$ cat src/rtl/hazard_scoreboard.sv
// Scoreboard of in-flight GPR writers and the HI/LO busy counter; drives the D-stage stall and forward selects.
// Defining HAZ_SCOREBOARD_PERF_EN adds the stall_cnt / md_stall_cnt performance counters.
module hazard_scoreboard #(
    parameter int NSTAGE  = 3,
    parameter int TW      = 3,
    parameter int MUL_LAT = 5,
    parameter int DIV_LAT = 10,
    localparam int SW     = $clog2(NSTAGE + 1)
) (
    input  logic          clk,
    input  logic          reset,
    input  logic          flush,
    input  logic [4:0]    d_rs,
    input  logic [4:0]    d_rt,
    input  logic [TW-1:0] d_rs_tuse,
    input  logic [TW-1:0] d_rt_tuse,
    input  logic          d_we,
    input  logic [4:0]    d_dst,
    input  logic [TW-1:0] d_tnew,
    input  logic [1:0]    d_md_op,
    input  logic          d_hilo_use,
    output logic          stall,
    output logic [SW-1:0] fwd_rs_sel,
    output logic [SW-1:0] fwd_rt_sel,
`ifdef HAZ_SCOREBOARD_PERF_EN
    output logic [31:0]   stall_cnt,
    output logic [31:0]   md_stall_cnt,
`endif
    output logic          md_busy
);

    localparam int BW = $clog2(DIV_LAT + 1);

    logic [NSTAGE-1:0] v_q, v_d;
    logic [4:0]        addr_q [NSTAGE];
    logic [4:0]        addr_d [NSTAGE];
    logic [TW-1:0]     tnew_q [NSTAGE];
    logic [TW-1:0]     tnew_d [NSTAGE];
    logic [BW-1:0]     bcnt_q, bcnt_d;

    logic          rs_hit, rt_hit;
    logic [SW-1:0] rs_pos, rt_pos;
    logic [TW-1:0] rs_tnew, rt_tnew;
    logic          rs_term, rt_term, hilo_term;

    // Scan oldest to youngest so the youngest match overwrites and shadows older writes.
    always_comb begin
        rs_hit  = 1'b0;
        rt_hit  = 1'b0;
        rs_pos  = '0;
        rt_pos  = '0;
        rs_tnew = '0;
        rt_tnew = '0;
        for (int i = NSTAGE - 1; i >= 0; i--) begin
            if (v_q[i] && (addr_q[i] == d_rs) && (d_rs != 5'd0)) begin
                rs_hit  = 1'b1;
                rs_pos  = SW'(i + 1);
                rs_tnew = tnew_q[i];
            end
            if (v_q[i] && (addr_q[i] == d_rt) && (d_rt != 5'd0)) begin
                rt_hit  = 1'b1;
                rt_pos  = SW'(i + 1);
                rt_tnew = tnew_q[i];
            end
        end
        rs_term    = rs_hit && (rs_tnew > d_rs_tuse);
        rt_term    = rt_hit && (rt_tnew > d_rt_tuse);
        hilo_term  = d_hilo_use && (bcnt_q != '0);
        stall      = rs_term || rt_term || hilo_term;
        fwd_rs_sel = (rs_hit && (rs_tnew == '0)) ? rs_pos : '0;
        fwd_rt_sel = (rt_hit && (rt_tnew == '0)) ? rt_pos : '0;
        md_busy    = (bcnt_q != '0);
    end

    always_comb begin
        v_d = '0;
        for (int i = 0; i < NSTAGE; i++) begin
            addr_d[i] = '0;
            tnew_d[i] = '0;
        end
        for (int i = 1; i < NSTAGE; i++) begin
            v_d[i]    = v_q[i-1];
            addr_d[i] = addr_q[i-1];
            tnew_d[i] = (tnew_q[i-1] == '0) ? '0 : tnew_q[i-1] - TW'(1);
        end
        v_d[0]    = !stall && d_we && (d_dst != 5'd0);
        addr_d[0] = stall ? '0 : d_dst;
        tnew_d[0] = stall ? '0 : d_tnew;
        if (flush) begin
            v_d = '0;
        end

        // An issued multiply/divide keeps counting through a flush; only a fresh issue reloads.
        bcnt_d = (bcnt_q == '0) ? '0 : bcnt_q - BW'(1);
        if (!stall && !flush) begin
            if (d_md_op == 2'b01) begin
                bcnt_d = BW'(MUL_LAT);
            end else if (d_md_op == 2'b10) begin
                bcnt_d = BW'(DIV_LAT);
            end
        end
    end

    always_ff @(posedge clk) begin
        if (reset) begin
            v_q    <= '0;
            bcnt_q <= '0;
            for (int i = 0; i < NSTAGE; i++) begin
                addr_q[i] <= '0;
                tnew_q[i] <= '0;
            end
        end else begin
            v_q    <= v_d;
            bcnt_q <= bcnt_d;
            for (int i = 0; i < NSTAGE; i++) begin
                addr_q[i] <= addr_d[i];
                tnew_q[i] <= tnew_d[i];
            end
        end
    end

`ifdef HAZ_SCOREBOARD_PERF_EN
    logic [31:0] stall_cnt_q, stall_cnt_d;
    logic [31:0] md_stall_cnt_q, md_stall_cnt_d;

    always_comb begin
        stall_cnt_d    = stall ? stall_cnt_q + 32'd1 : stall_cnt_q;
        md_stall_cnt_d = (hilo_term && !rs_term && !rt_term) ? md_stall_cnt_q + 32'd1
                                                             : md_stall_cnt_q;
    end

    always_ff @(posedge clk) begin
        if (reset) begin
            stall_cnt_q    <= '0;
            md_stall_cnt_q <= '0;
        end else begin
            stall_cnt_q    <= stall_cnt_d;
            md_stall_cnt_q <= md_stall_cnt_d;
        end
    end

    assign stall_cnt    = stall_cnt_q;
    assign md_stall_cnt = md_stall_cnt_q;
`endif

`ifndef SYNTHESIS
    // A writer must have produced its result before it falls off the last tracked stage.
    a_drop_ready: assert property (@(posedge clk) disable iff (reset)
        !(v_q[NSTAGE-1] && (tnew_q[NSTAGE-1] != '0)));
`endif

endmodule

$ cat config.mk
export PLATFORM = sky130hd
export DESIGN_NAME = hazard_scoreboard
export DESIGN_NICKNAME = d
export VERILOG_FILES = /design/src/rtl/hazard_scoreboard.sv
export SDC_FILE = /design/constraint.sdc
export NUM_CORES = 1
export LEC_CHECK = 0
export ABC_CLOCK_PERIOD_IN_PS = 3200
export BUFFER_PORTS_ARGS = -buffer_cell sky130_fd_sc_hd__buf_2
export CORE_MARGIN = 4
export CORE_UTILIZATION = 55
export DETAILED_ROUTE_END_ITERATION = 16
export GPL_TIMING_DRIVEN = 0
export HOLD_SLACK_MARGIN = 0.02
export PLACE_DENSITY = 0.79
export SYNTH_ARGS = -nofsm -noshare
export SYNTH_HDL_FRONTEND = slang
export SYNTH_SLANG_ARGS = --single-unit
$ cat constraint.sdc
create_clock -name clk -period 3.2 [get_ports clk]
set_input_delay 0.16 -clock clk [delete_from_list [all_inputs] [get_ports clk]]
set_output_delay 0.16 -clock clk [all_outputs]
set_load 0.05 [all_outputs]
* After elaboration in Yosys (flattened, before gate mapping)
Memories as Yosys holds them, arrays and structs flattened. Cells that the tools add are included.
Storage, ports and cells: register bits after elaboration 7, bits in latches 0, RAM bits 24, memory bits (read-only) 0, output and inout port bits 6, logic and storage cells 94, memories kept 2
Operators by class: add/subtract/negate cells 3, multiply operators 0, div/mod/pow operators 0, order comparisons 2, eq/ne operators 8, shifts and indexed selects 0, multiplexer cells 37, bitwise operators 6, reductions and logical operators 34
Memories:
- addr_q | words 3, width 5, rd ports 3, clocked after memory_dff 0, wr ports 3, line 35 | logic [4:0] addr_q [NSTAGE];
- tnew_q | words 3, width 3, rd ports 3, clocked after memory_dff 0, wr ports 3, line 37 | logic [TW-1:0] tnew_q [NSTAGE];
Operators with widths (number):
- $mux 3 | 12
- $eq 5x5->1 | 6
- $logic_and 1x1->1 | 20
- $mux 5 | 4
- $mux 2 | 8
- $mux 4 | 4
- $reduce_bool 5->1 | 3
- $logic_not 3->1 | 4
- $mux 1 | 9
- $gt 3x3->1 | 2
- $or 1x1->1 | 6
- $sub 3x1->3 const B | 2
- $logic_not 4->1 | 1
- $reduce_bool 4->1 | 1
- $sub 4x1->4 const B | 1
- $eq 2x1->1 const B | 1
- $eq 2x2->1 const B | 1
- $logic_not 1->1 | 2
- $logic_or 1x1->1 | 2
- $reduce_or 2->1 | 1

* Logic depth before layout (Yosys ltp)
Gate-level depths: netlist of the first run.
depth after elaboration 13, gate-level depth with buffers 14, mapped depth without buffers 13

* Least setup slack after synthesis of the first run
No wires, ideal clock.
kind register to output, start point mem addr_q[1][2], in the netlist addr_q[0][7], end point out fwd_rt_sel[0], data arrival time 2.996 ns, data required time 3.040 ns, setup slack 0.044 ns, cell stages (with the launch flop) 8, path buffers 1, cell sequence dfxtp_1 > xnor2_1 > nand4_1 > or3_1 > buf_2 > and3_1 > o31a_1 > nor4_1
RTL lines:
- start: declaration | line 35
- end: declaration | line 24 | output logic [SW-1:0] fwd_rt_sel,

==> impl_metrics.toml, run 1 <==
[grt]
grt_pass1_vias = 1794
antenna_found_initial = 0
grtUsageTotal_pct = 23.21
grt_max_degree = 12
grt_pass1_wl_um = 7969
grt_overflow = 0

[timing]
clock_skew_ps = 10.90
setup_viol = 1
timing.hold.ws_ps = 29.21
fin_setup_tns_ps = -64.70
rsz0062_at_grt = "true"
worstMarginPinSlew_ps = 519.2
slew_headroom_pct = 65.39
hold_violations = 0
setup_ws_ps = -64.70
fin_crit_sh_pct = 102.0
max_clock_freq_ghz = 0.3063
fin_crit_ps = 3265
slew_viol_final = 0

[pwr]
ir_drop_uv = 370.5
powerDensity_nw_per_um2 = 422.0
seq_power_share_pct = 43.6
p_int_w = 0.0007015
power_frac_comb_pct = 35.9
pwr-share-clk_pct = 20.5
leakage_nw = 1.078
p_total_w = 0.001114
switching_share_pct = 37.00
p_sw_w = 0.0004121

[yosys]
synth_fp_nets = 266
async_flop_share_pct = 0
netlist_area_sq_um = 1973
ys_top_cells_by_count = "dfxtp_1, xnor2_1, nor2_1"
yosys_register_bits = 31
yosysWarnings = 0
ys.flop_type = "dfxtp_1"
netlist.area_leader.share_pct = 31.45
ys_seq_area_share_pct = 31.45
syn_inst = 225
synth_edf_count = 0
ys_types = 42
synth_most_common_cell = "dfxtp_1"
synth_area_leaders = "dfxtp_1, xnor2_1, ha_1, nor2b_1, and2_1"
synth_area_per_cell_sq_um = 8.770
yosys.area.top_type = "dfxtp_1"

[worst_setup_path]
endpoint_kind = "primary output"
worstSetupPathType = "reg2out"
cp_max_fo = 5
crit_arrival_ps = 3100
cp.required_ps = 3040
cp-start-kind = "flip-flop"

[hold_path]
worstHoldPathType = "in2reg"

[routing]
firstDrtPassIters = 4
ant_nets = 0
vias = 1836
drt_wl_total_um = 5138
wire_per_inst_um = 15.20
route.detailed.drc = 0
drtIter0Drc = 96
vias_per_cell = 5.432

[placement]
hpwl_um = 3474
io_buffers = 36
placed_cells_incl_taps = 307
gp_congestion = 0.8326
place_ws_ps = -26.41

[cells_and_area]
fill_cells = 232
area_delta_synth_final_pct = 33.73
final_cells = 338
fin_nets = 332
layout-drive-gt1-share_pct = 34.25
diodes = 0

[die]
initial_core_util_pct = 58.21
dieArea_sq_um = 4610
coreArea_sq_um = 3390
rows = 21
die_x_um = 67.90
io_pins = 37
die_h_um = 67.90

[clock_tree]
htreeDepth = 2
numCtsBuffers = 5
cts_sinks = 31
cts.clk_slew.worst_paths_ps = 100
clockBufferDepth = 2
clock_latency_ps = 350
cts_tree = "done"
cts_root_buffer = "clkbuf_4"

[flow_run]
cap_viol_max_count = 0

[run_status]
violations = "setup timing"
status = "finished with violations"
## power groups by stage
stage                     clock, W  sequential (W)  combinational, W
after floorplan                  0        0.000476          0.000261
after global placement           0        0.000488          0.000335
after detailed placement         0        0.000489          0.000341
after CTS                 0.000233        0.000482          0.000368
after global routing      0.000252        0.000491          0.000442
final                     0.000228        0.000485          0.000400
## critical path: stages, from the launching register on
cell,delay [ps]
dfxtp_4,380
xnor2_2,160
nand4_1,170
or3_4,370
buf_6,130
and3_4,150
o31a_1,340
ha_4,300
o21ai_2,50
a32oi_2,210
o31a_2,230
nor3_4,60
inv_2,70
buf_8,140
## timing repair
action                                  CTS  global route
pin swaps                                10            23
hold endpoints to repair                  5             1
setup buffers                             7            12
hold buffers                              5             1
endpoints found under the setup margin    1            12
gates resized for setup                  15            28
## final timing paths
kind	endpoint	slack, ps	cells past startpoint	from
setup / recovery	stall	-60	13	addr_q[0][5]
hold / removal	addr_q[0][4]	30	2	d_dst[4]
hold reg to reg	tnew_q[0][6]	460	1	tnew_q[0][3]
setup reg to reg	tnew_q[0][1]	90	15	addr_q[0][8]
## kinds of logic after synthesis
kind of cell	Yosys count	synth area share [%]
muxes	5	2.537
AOI/OAI and AO/OA	30	11.22
buffers and inverters	20	3.932
xor gates and xnor gates	30	13.32
and+or+nand+nor	99	31.20
adders and majority gates	10	6.341
DFF	31	31.45
## cells in the final DEF (no fill, tap or decap), types with 5 or more instances in the layout
master,synthesis,final
xnor2_1,26,20
xnor2_2,0,6
nor2b_1,15,14
clkbuf_4,0,5
dlygate4sd3_1,0,6
buf_2,2,35
buf_4,0,18
dfxtp_1,31,25
and2_1,12,12
nand2_1,13,13
nor2_1,18,18
nand4_1,8,8
inv_1,16,15
ha_1,10,8
## final cells by class
type	count	area [sq um]	share of cell area, %
Clock inverter	3	20.02	0.7587
Inverter	16	60.06	2.276
Timing Repair Buffer	61	396.6	15.03
Multi-Input combinational cell	174	1421	53.86
Tap cell	46	57.56	2.181
Buffer	2	7.507	0.2845
Sequential cell	31	638.1	24.18
Clock buffer	5	37.54	1.422
## per-stage QoR
stage / area (sq um) / util (%)
floorplan: 1973 / -
global placement: 2211 / 65.23
detailed placement: 2211 / 65.23
CTS: 2402 / 70.87
global route: 2639 / 77.85
finish: 2639 / 77.85
## sequential cells by signal, summed over array words and instances (netlist names)
register  count
bcnt_q        4
tnew_q        9
addr_q       15
v_q           3
## metal layers
metal,global-route usage [%],share of wire (%),vias to the layer above
met1,27.91,42,849
met3,5.090,4.7,15
met4,10.42,2.7,0
li1,-,-,928
met2,39.49,51,44
met5,0,0,-
No activity file was read; power rests on OpenSTA's default activity.
==> run 2, diff against run 1 <==
--- a/config.mk
+++ b/config.mk
@@ -8,11 +8,12 @@
 export ABC_CLOCK_PERIOD_IN_PS = 3200
 export BUFFER_PORTS_ARGS = -buffer_cell sky130_fd_sc_hd__buf_2
 export CORE_MARGIN = 4
-export CORE_UTILIZATION = 55
+export CORE_UTILIZATION = 57
+export CTS_BUF_LIST = sky130_fd_sc_hd__clkbuf_8
 export DETAILED_ROUTE_END_ITERATION = 16
 export GPL_TIMING_DRIVEN = 0
 export HOLD_SLACK_MARGIN = 0.02
-export PLACE_DENSITY = 0.79
+export PLACE_DENSITY = 0.82
 export SYNTH_ARGS = -nofsm -noshare
 export SYNTH_HDL_FRONTEND = slang
 export SYNTH_SLANG_ARGS = --single-unit
==> run 2 against run 1 <==
  * The flow still finishes with violations (setup timing)
  * Clock skew fell by 4.8 ps
  * Worst hold slack improved by 39 ps
  * Non-clock buffer count fell by 1
  * Largest cell class unchanged
  * Largest power group unchanged
  * Highest routed layer unchanged
==> impl_metrics.toml, run 2 (same netlist as run 1, synthesis figures left out) <==
[run_status]
status = "finished with violations"
violations = "setup timing"

[worst_setup_path]
crit_arrival_ps = 3090
reg2reg_depth = 14
reg2reg_slack_ps = 80
worstSetupPathType = "reg2out"
reg2reg_from = "addr_q[0][9]"
worstReg2RegEnd = "addr_q[0][1]"
endpoint = "stall"
startpoint = "addr_q[0][9]"
cp_top_family = "simple AND/OR/NAND/NOR gates"
cp.buffers_inverters = 2
cpPeakStageDelay_ps = 420
cp_slowest_cell = "or3_4"
cp_max_fo = 3
endpoint_kind = "primary output"
worst-path-stages = 13
cp-start-kind = "flip-flop"
cp.required_ps = 3040
path_cells = "xnor2_1, nand4_1, or3_4, and3_1, o31a_1, ha_1, nor2b_1, o21ai_1, a32oi_1, o31a_2, nor3_4, inv_1, buf_6"

[timing]
setup_viol = 1
rsz0062_at_grt = "true"
setup_ws_ps = -53.78
fin_crit_sh_pct = 101.7
fin_crit_ps = 3254
slew_headroom_pct = 64.28
hold_violations = 0
worstMarginPinSlew_ps = 531.3
max_clock_freq_ghz = 0.3073
timing.hold.ws_ps = 68.45
slew_viol_final = 0
clock_skew_ps = 6.104

[routing]
vias = 1872
drt_wl_total_um = 5197
vias_per_cell = 5.555
ant_nets = 0
firstDrtPassIters = 4
drtIter0Drc = 109
wire_per_inst_um = 15.42
route.detailed.drc = 0

[die]
dieArea_sq_um = 4467
io_pins = 37
die_h_um = 66.84
initial_core_util_pct = 59.13
die_x_um = 66.84
coreArea_sq_um = 3337
rows = 21

[cells_and_area]
final_cell_area_sq_um = 2616
final_common_cell = "buf_2"
largest_register_ffs = 15
diodes = 0
largestRegisters = "addr_q: 15 flops, tnew_q: 9 flops, bcnt_q: 4 flops"
final_cell_mix = "buf_2, dfxtp_1, buf_4, xnor2_1, nor2_1"
fin_nets = 331
layout-drive-gt1-share_pct = 31.96
area_delta_synth_final_pct = 32.59
regMostFlops = "addr_q"

[grt]
antenna_found_initial = 0
grt_max_degree = 12
grt_pass1_wl_um = 7935
grt_pass1_vias = 1821
grtUsageTotal_pct = 23.72
grt_overflow = 0

[clock_tree]
htreeDepth = 2
clock_latency_ps = 290
clockBufferDepth = 2
hold_buffers = 0
numCtsBuffers = 5
cts_sinks = 31
cts_tree = "done"
cts_root_buffer = "clkbuf_8"
cts.clk_slew.worst_paths_ps = 70

[placement]
io_buffers = 36
hpwl_um = 3540
gp_congestion = 0.8666
dpl_cell_area_sq_um = 2211

[hold_path]
worstHoldPathType = "in2reg"

[pwr]
leakage_nw = 1.105
powerDensity_nw_per_um2 = 516.0
ir_drop_uv = 510.2

[flow_run]
cap_viol_max_count = 0
==> run 2: cell types whose count changed in the layout (fill, tap and decap cells not counted), sizes merged <==
cell	before	now
clkinv	1	0
bufinv	0	2
dlygate4sd3	6	0
buf	55	60
clkinvlp	2	1
==> run 2: routing by layer <==
| layer | global-route usage [%] | wire length, um |
|---|---|---|
| met1 | 27.02 | 2088 |
| met2 | 42.20 | 2698 |
| met3 | 5.059 | 265 |
| met4 | 10.15 | 145 |
| met5 | 0 | 0 |
==> run 2: what timing repair did <==
item                       in CTS  in global routing
pin swaps                       6                 11
setup endpoints to repair       2                 12
gates resized for setup        15                 13
buffers inserted               15                  9
==> run 2: per-stage QoR <==
step	setup WS [ps]	power, W	setup TNS (ps)	utilization [%]	std cells
after floorplan	44.28	0.0007373	0	-	225
after global placement	-17.07	0.0008217	-17.07	66.25	307
after detailed placement	-47.93	0.0008349	-84.33	66.25	307
after CTS	29.41	0.001329	0	74.69	328
after global routing	-192.0	0.001412	-752.9	78.40	337
final	-53.78	0.001350	-53.78	78.40	337
==> run 2: layout make-up <==
type / instances / area, sq um
multi-input combinational: 174 / 1356
sequential: 31 / 629.4
timing repair buffer: 60 / 369.1
tap: 46 / 57.56
clock buffer: 5 / 68.82
inverter: 16 / 60.06
clock inverter: 3 / 67.56
fill: 236 / 720.7
buffer: 2 / 7.507
==> run 2: worst min-delay path by stage <==
stage / start / end / slack [ps] / cells past startpoint
after global routing: d_tnew[1] / tnew_q[0][1] / 70 / 2
after detailed placement: d_tnew[1] / tnew_q[0][1] / 360 / 2
after CTS: d_tnew[1] / tnew_q[0][1] / 70 / 2
after floorplan: d_dst[0] / addr_q[0][0] / 280 / 1
final: d_tnew[1] / tnew_q[0][1] / 70 / 2
after global placement: d_tnew[0] / tnew_q[0][0] / 370 / 2
==> run 2: worst register-to-register path, stage by stage, from the launching register on <==
cell and delay, ps:
dfxtp_2 340, xnor2_1 180, nand4_1 170, or3_4 420, and3_1 170, o31a_1 300, ha_1 300, nor2b_1 130
o21ai_1 70, a32oi_1 200, o31a_2 240, buf_4 140, nor4_4 40, buf_4 160, and2_1 150
==> run 2: report_power, final <==
part           internal [W]  total, W  switching (W)
clock              0.000310  0.000464       0.000154
sequential         0.000438  0.000486      0.0000472
combinational      0.000176  0.000400       0.000224
total              0.000925   0.00135       0.000425
==> run 3, diff against run 2 <==
--- a/config.mk
+++ b/config.mk
@@ -7,7 +7,6 @@
 export LEC_CHECK = 0
 export ABC_CLOCK_PERIOD_IN_PS = 3200
 export BUFFER_PORTS_ARGS = -buffer_cell sky130_fd_sc_hd__buf_2
-export CORE_MARGIN = 4
 export CORE_UTILIZATION = 57
 export CTS_BUF_LIST = sky130_fd_sc_hd__clkbuf_8
 export DETAILED_ROUTE_END_ITERATION = 16
==> run 3 against run 2 <==
  * The flow still finishes with violations (setup timing)
  * Worst hold slack worse by 5.1 ps
  * Clock skew is 5.7 ps higher
  * Fmax up 1.4%
  * Global-route usage increased by 3.5 points
  * Cell area decreased by 2.5%
  * Via count shrank 0.75%
  * Sequential power about the same
  * Utilization increased by 1.8 points
  * Routed wire length shrank 2.4%
  * Flip-flop and latch count unchanged
  * Final cell count shrank 3.6%
  * Critical path type unchanged
==> impl_metrics.toml, run 3 (same netlist as run 1, synthesis figures left out) <==
[run_status]
status = "finished with violations"
violations = "setup timing"

[routing]
firstDrtPassIters = 4
drtIter0Drc = 146
route.detailed.drc = 0
vias = 1858
wire_per_inst_um = 15.61
ant_nets = 0
drt_wl_total_um = 5072
vias_per_cell = 5.717

[pwr]
leakage_nw = 1.073
p_int_w = 0.0008407
power_frac_comb_pct = 30.6
switching_share_pct = 33.59
seq_power_share_pct = 38.5
pwr-share-clk_pct = 30.8
ir_drop_uv = 486.8
powerDensity_nw_per_um2 = 496.4
p_sw_w = 0.0004251
p_total_w = 0.001266

[grt]
grt_pass1_wl_um = 7127
grt_max_degree = 12
antenna_found_initial = 0
grt_pass1_vias = 1621
grt_overflow = 0
grtUsageTotal_pct = 27.18

[cells_and_area]
area_delta_synth_final_pct = 29.23
final_common_cell = "buf_2"
layout-drive-gt1-share_pct = 30.60
diodes = 0
regMostFlops = "addr_q"
fin_nets = 321
largestRegisters = "addr_q: 15 flops, tnew_q: 9 flops, bcnt_q: 4 flops"
final_cell_mix = "buf_2, dfxtp_1, xnor2_1, nor2_1, inv_1"
largest_register_ffs = 15

[timing]
max_clock_freq_ghz = 0.3117
setup_ws_ps = -7.717
clock_skew_ps = 11.79
worstMarginPinSlew_ps = 598.3
fin_crit_ps = 3208
slew_viol_final = 0
slew_headroom_pct = 60.11
setup_viol = 1
hold_violations = 0
fin_setup_tns_ps = -7.717
rsz0062_at_grt = "true"
fin_crit_sh_pct = 100.2

[worst_setup_path]
reg2reg_from = "addr_q[0][5]"
cp_slowest_cell = "or3_4"
cp.required_ps = 3040
cp.buffers_inverters = 2
crit_arrival_ps = 3050
worst-path-stages = 13
path_cells = "xnor2_2, nand4_1, or3_4, mux2i_1, o21ai_1, ha_1, nor2b_1, o21ai_1, a32oi_2, o31a_1, nor3_4, inv_1, buf_6"
cp-start-kind = "flip-flop"
worstReg2RegEnd = "bcnt_q[3]"
cp_max_fo = 4
reg2reg_depth = 13
startpoint = "addr_q[0][5]"
cpPeakStageDelay_ps = 450
cp_top_family = "simple AND/OR/NAND/NOR gates"
crit_top_cell = "o21ai_1"
endpoint_kind = "primary output"
reg2reg_slack_ps = 140
worstSetupPathType = "reg2out"
endpoint = "stall"

[die]
dieArea_sq_um = 3701
die_x_um = 60.84
initial_core_util_pct = 62.09
io_pins = 37
die_h_um = 60.84
rows = 20
coreArea_sq_um = 3178

[clock_tree]
clockBufferDepth = 2
numCtsBuffers = 5
cts_root_buffer = "clkbuf_8"
clock_latency_ps = 300
cts.clk_slew.worst_paths_ps = 70
cts_tree = "done"
htreeDepth = 2
cts_sinks = 31

[flow_run]
cap_viol_max_count = 0

[hold_path]
worstHoldPathType = "in2reg"

[placement]
hpwl_um = 3291
gp_congestion = 0.8813
io_buffers = 36
-- run 3: cell count changes in the layout (fill, tap and decap cells not counted), moves of 2 or more --
cell     change
dfxtp_4      +2
dfxtp_2      -2
buf_4       -12
xnor2_1      -3
xnor2_2      +3
-- run 3: power by group through the flow --
| stage | combinational, W | clock, W | sequential, W |
|---|---|---|---|
| after floorplan | 0.000261 | 0 | 0.000476 |
| after global placement | 0.000334 | 0 | 0.000489 |
| after detailed placement | 0.000340 | 0 | 0.000490 |
| after CTS | 0.000368 | 0.000391 | 0.000483 |
| after global routing | 0.000419 | 0.000408 | 0.000492 |
| final | 0.000388 | 0.000390 | 0.000488 |
-- run 3: how the worst min path moves through the flow --
| stage | start | end | cells after the start |
|---|---|---|---|
| 2_1_floorplan | d_dst[0] | addr_q[0][0] | 1 |
| 3_3_place_gp | d_tnew[1] | tnew_q[0][1] | 2 |
| 3_5_place_dp | d_tnew[1] | tnew_q[0][1] | 2 |
| 4_1_cts | d_tnew[1] | tnew_q[0][1] | 2 |
| 5_1_grt | d_dst[4] | addr_q[0][4] | 2 |
| 6_report | d_tnew[0] | tnew_q[0][0] | 2 |
-- run 3: worst reg2reg max path, stage by stage, from the launching register on --
cell and delay, ps:
dfxtp_4 370, xnor2_2 160, nand4_1 170, or3_4 450, mux2i_1 210, o21ai_1 120
ha_1 320, nor2b_1 130, o21ai_1 70, a32oi_2 210, o31a_1 250, nor3_4 70
buf_4 160, o311ai_0 280
-- run 3: final cells by class --
| type | count | area [sq um] |
|---|---|---|
| Timing Repair Buffer | 50 | 295.3 |
| Tap cell | 44 | 55.05 |
| Buffer | 2 | 7.507 |
| Clock inverter | 3 | 43.79 |
| Sequential cell | 31 | 634.4 |
| Inverter | 16 | 60.06 |
| Clock buffer | 5 | 68.82 |
| Multi-Input combinational cell | 174 | 1385 |
| Fill cell | 218 | 628.1 |
-- run 3: metrics by stage --
stage                     hold slack (ps)  instances  area [sq um]  worst slack [ps]  utilization, %
final                               63.38        325          2550            -7.717           80.24
after global routing                72.45        325          2550            -138.1           80.24
after global placement              368.4        305          2208            -36.21           69.49
after detailed placement            365.3        305          2208            -74.49           69.49
after CTS                           64.81        321          2435             2.629           76.61
after floorplan                     281.7        225          1973             44.28               -
-- run 3: per-layer routing --
metal	vias up	GRT usage (%)	share of wire (%)
li1	901	-	-
met1	875	30.24	41
met2	63	47.72	51
met3	19	8.529	5.0
met4	0	11.69	2.7
met5	-	0	0
-- run 3: timing repair --
item,4_1_cts,5_1_grt
setup endpoints to repair,1,13
pin swaps,9,16
hold buffers,0,0
buffers inserted,9,5
gates resized for setup,15,17
endpoints found under the hold margin,0,0
